[src/rtl/vx_mask_iterator.sv]
// Serialises a multi-hot mask into one set-bit index per cycle, ascending or (REVERSE) descending.
// Valid/ready on both sides; a new mask can be taken on the final fire of the previous one.
module vx_mask_iterator #(
    parameter int N       = 8,
    parameter int REVERSE = 0,
    parameter int LN      = (N > 1) ? $clog2(N) : 1
) (
    input  logic          clk,
    input  logic          reset,
    input  logic          valid_in,
    input  logic [N-1:0]  data_in,
    output logic          ready_in,
    output logic          valid_out,
    output logic [LN-1:0] index_out,
    output logic [N-1:0]  onehot_out,
    output logic          last_out,
    input  logic          ready_out
);

    typedef enum logic {
        ST_IDLE = 1'b0,
        ST_BUSY = 1'b1
    } state_e;

    state_e       state_q, state_d;
    logic [N-1:0] remaining_q, remaining_d;

    logic [N-1:0]  scan_mask;
    logic [N-1:0]  scan_first;
    logic [N-1:0]  first_bit;
    logic [LN-1:0] first_index;
    logic          single_bit;
    logic          busy;
    logic          fire;
    logic          accept;

    function automatic logic [N-1:0] bit_rev(input logic [N-1:0] x);
        logic [N-1:0] r;
        r = '0;
        for (int unsigned k = 0; k < N; k++) begin
            r[k] = x[N-1-k];
        end
        return r;
    endfunction

    // OR-of-positions encoder; input is one-hot so no priority is involved
    function automatic logic [LN-1:0] encode(input logic [N-1:0] oh);
        logic [LN-1:0] idx;
        idx = '0;
        for (int unsigned k = 0; k < N; k++) begin
            idx = idx | (oh[k] ? LN'(k) : '0);
        end
        return idx;
    endfunction

    // Reverse mode mirrors the mask so one x & -x isolates the highest bit and
    // the encoded mirrored position is directly the reported N-1-i index.
    always_comb begin : find_first
        scan_mask   = (REVERSE != 0) ? bit_rev(remaining_q) : remaining_q;
        scan_first  = scan_mask & (~scan_mask + N'(1));
        first_bit   = (REVERSE != 0) ? bit_rev(scan_first) : scan_first;
        first_index = encode(scan_first);
        single_bit  = (remaining_q != '0) &&
                      ((remaining_q & (remaining_q - N'(1))) == '0);
    end

    always_ff @(posedge clk) begin : state_reg
        if (reset) begin
            state_q     <= ST_IDLE;
            remaining_q <= '0;
        end else begin
            state_q     <= state_d;
            remaining_q <= remaining_d;
        end
    end

    always_comb begin : next_state
        state_d     = state_q;
        remaining_d = remaining_q;
        if (accept) begin
            remaining_d = data_in;
            state_d     = (data_in != '0) ? ST_BUSY : ST_IDLE;
        end else if (fire) begin
            remaining_d = remaining_q & ~first_bit;
            if (single_bit) begin
                state_d = ST_IDLE;
            end
        end
    end

    always_comb begin : outputs
        busy       = (state_q == ST_BUSY);
        valid_out  = busy;
        onehot_out = busy ? first_bit : '0;
        index_out  = busy ? first_index : '0;
        last_out   = busy & single_bit;
        fire       = busy & ready_out;
        ready_in   = ~reset & (~busy | (fire & single_bit));
        accept     = valid_in & ready_in;
    end

    a_hold_under_backpressure: assert property (
        @(posedge clk) disable iff (reset)
        (valid_out && !ready_out) |=>
            (valid_out && $stable(index_out) && $stable(onehot_out) && $stable(last_out))
    );

    a_index_in_range: assert property (
        @(posedge clk) disable iff (reset)
        valid_out |-> (int'(index_out) < N)
    );

endmodule

[config.mk]
export PLATFORM = sky130hd
export DESIGN_NAME = vx_mask_iterator
export DESIGN_NICKNAME = d
export VERILOG_FILES = /design/src/rtl/vx_mask_iterator.sv
export SDC_FILE = /design/constraint.sdc
export NUM_CORES = 1
export LEC_CHECK = 0
export ABC_AREA = 1
export CELL_PAD_IN_SITES_DETAIL_PLACEMENT = 1
export CELL_PAD_IN_SITES_GLOBAL_PLACEMENT = 1
export CORE_ASPECT_RATIO = 0.9
export CORE_MARGIN = 3
export CORE_UTILIZATION = 30
export DETAILED_ROUTE_END_ITERATION = 12
export GPL_TIMING_DRIVEN = 0
export PLACE_DENSITY_LB_ADDON = 0.1
export SYNTH_ARGS = -nofsm -noshare
export SYNTH_HDL_FRONTEND = slang
export SYNTH_SLANG_ARGS = --single-unit
[constraint.sdc]
create_clock -name clk -period 2.3 [get_ports clk]
set_clock_uncertainty 0.1 [all_clocks]
set_input_delay 0.69 -clock clk [delete_from_list [all_inputs] [get_ports clk]]
set_output_delay 0.69 -clock clk [all_outputs]
set_load 0.02 [all_outputs]
==> results by group <==
Outcome
  – Status: finished with violations
  – Failing checks: setup timing

Clocking
  – CTS sink cnt: 9
  – H-tree Lvls: 1
  – Quantity of hold-fixing buffers added after cts: 0
  – Root Buffer Master: clkbuf_4
  – Clk pin slew, worst setup/hold paths: roughly 60 ps
  – Clock Latency Late Sink: 270 ps
  – CTS max path bufs: 2
  – CTS tree: done
  – CTS buffer count: 3

Worst hold path
  – Worst min path class: reg -> reg

Power and ir drop
  – Net Switching: about 0.26 mW
  – Pwr dens: 495 nW/um^2
  – Part of the power in registers: 0.306
  – Clk pwr share: 0.207
  – Cell Int Power: 0.355 mW
  – Worst vdd ir: 0.224 mV
  – Logic pwr share: 0.486
  – Lkg Pwr: 0.588 nW
  – Switching fraction of total power: 0.422

Critical path
  – Critical Path End Type: output port
  – CP Max Fanout: 8
  – Setup slack, reg-to-reg: 270 ps
  – Setup CP Type: reg -> out
  – Worst setup SP type: register
  – Crit path DAT: around 1800 ps
  – Critical Path RT: 1510 ps

Yosys
  – Ys Warns: 0
  – Yosys reg bits: 9
  – Sequential area share after synthesis: 0.216
  – Avg Synthesized Cell Area: 6.06 sq um
  – Post-synth cell types: 24
  – Post-Syn Instances: 138
  – Cell area after synthesis: 836 sq um
  – Syn nets: 150

Final layout
  – Fill cell count: between 300 and 400
  – Final Non-Filler Cells: 199
  – Design Area, Final: approximately 1200 sq um
  – P&R area growth vs syn: 48.7%
  – Most common cell after layout, fill and taps aside: nand2_1
  – Share of cells above drive strength 1: 0.322
  – Inserted Diodes: 0
  – Commonest cells after routing, fill and taps aside: 33 x nand2_1, 21 x inv_1, 18 x nand3_1, 12 x clkdlybuf4s50_1, 12 x buf_4
  – Layout net count: 184

STA
  – Max-slew headroom: 0.765
  – Final Hold Violating Endpoints: 0
  – Setup violators final: 7
  – Fmax: 0.392 GHz
  – Period utilisation layout: 1.11
  – Setup_tns: -918 ps
  – Final Max Tran Viols: 0
  – Hold WS: 429 ps
  – Clock period minus worst slack: 2550 ps
  – Final WS setup: -253 ps
  – Least-Margin Pin Slew: 352 ps
  – Unrepaired setup endpoints after global routing: true

Place
  – # placed instances: 190
  – RD Place Congestion: 0.807
  – I/O Buffers: 24
  – Placed Area: 1120 sq um
  – DP Worst Slack: -749 ps
  – Post-detail-place hpwl: 2.12 mm

Global routing
  – GRT overflow: 0
  – Pin count of the biggest net entering global routing: 11
  – Initial antenna violation count: 0
  – Vias in the first global route: 978
  – Total track usage: 0.180
  – First-pass GRT wire length: 4.71 mm

Floorplanning
  – Initial Utilization: 0.327
  – Die Wd: 61.6 um
  – Die Y-Extent: 56.1 um
  – I/O Pins: 26
  – Die area: 3460 sq um
  – Core box area: 2550 sq um
  – Row count: 17

Drt
  – Drt pass-1 iters: 4
  – Routed WL: 2.92 mm
  – Routed vias/inst: approximately 5.3
  – Per-cell routed wire length: 14.7 um
  – DRT antenna net count: 0
  – # DRC: 0
  – Total number of vias: roughly 1100
  – Initial DRC Count: 46

Job
  – Max-Cap Viols: 0
-- sequential cells by signal, indices dropped and copies added, names as in the netlist --
| register | flops |
|---|---|
| remaining_q | 8 |
| valid_out | 1 |
-- per-layer routing --
metal / global-route usage / up-vias / wire length (um) / part of all wire
li1: - / 521 / - / -
met1: 0.247 / 512 / 1300 / 0.45
met2: 0.283 / 16 / 1490 / 0.51
met3: 0.0441 / 5 / 97 / 0.033
met4: 0.0364 / 0 / 27 / 0.0092
met5: 0 / - / 0 / 0
-- repair_timing --
action / in CTS / in global routing
resized for setup: 64 / 20
setup endpoints to repair: 13 / 11
pin swaps: 4 / 3
buffers inserted: 4 / 2
-- final cells by class --
class	count	area [sq um]	share of cell area
multi-input combinational	102	623	0.502
inverter	23	87.6	0.0705
sequential	9	193	0.155
buffer	3	21.3	0.0171
tap	28	35.0	0.0282
timing repair buffer	30	256	0.206
clock buffer	4	26.3	0.0211
-- through the flow --
step,utilization,power (mW)
floorplan,-,0.350
global placement,0.438,0.426
detailed placement,0.438,0.433
CTS,0.467,0.596
global route,0.487,0.657
finish,0.487,0.614
-- power groups by stage --
| stage | clock (mW) | sequential (mW) | combinational (mW) |
|---|---|---|---|
| floorplan | 0 | 0.185 | 0.165 |
| global placement | 0 | 0.187 | 0.239 |
| detailed placement | 0 | 0.188 | 0.245 |
| CTS | 0.132 | 0.189 | 0.276 |
| global route | 0.141 | 0.191 | 0.325 |
| finish | 0.127 | 0.188 | 0.299 |
-- synthesized netlist by cell type (all sizes together) --
cell | count | area share
clkbuf | 2 | 0.0090
o21ai | 2 | 0.012
nor4 | 1 | 0.0075
o41ai | 1 | 0.010
nand4 | 9 | 0.085
inv | 22 | 0.099
a41oi | 1 | 0.010
buf | 2 | 0.019
nand3 | 20 | 0.14
a21oi | 12 | 0.081
clkinv | 1 | 0.0045
nor2 | 14 | 0.093
nand2 | 40 | 0.20
dfxtp | 9 | 0.22
nor3 | 2 | 0.012
-- logic make-up after synthesis --
logic type,share of synthesized area
AOI/OAI and AO/OA,0.114
buffers and inverters,0.132
DFF,0.216
and+or+nand+nor,0.539
-- worst max-delay path, cell delays in order (launching register included) --
cell	delay, ps
dfxtp_4	360
nor2_4	250
nand2_4	110
nor2_4	140
nor2_2	70
nor2_4	120
nand4_4	130
a21oi_4	160
buf_4	160
-- path summary, 6_finish.rpt --
| path | from | endpoint | cells past startpoint |
|---|---|---|---|
| hold / removal | remaining_q[0]$_SDFFE_PP0P_ | remaining_q[0]$_SDFFE_PP0P_ | 2 |
| hold reg to reg | remaining_q[0]$_SDFFE_PP0P_ | remaining_q[0]$_SDFFE_PP0P_ | 2 |
| setup reg to reg | remaining_q[0]$_SDFFE_PP0P_ | remaining_q[6]$_SDFFE_PP0P_ | 12 |
| setup / recovery | remaining_q[0]$_SDFFE_PP0P_ | ready_in | 8 |
(Power assumes the default switching activity.)
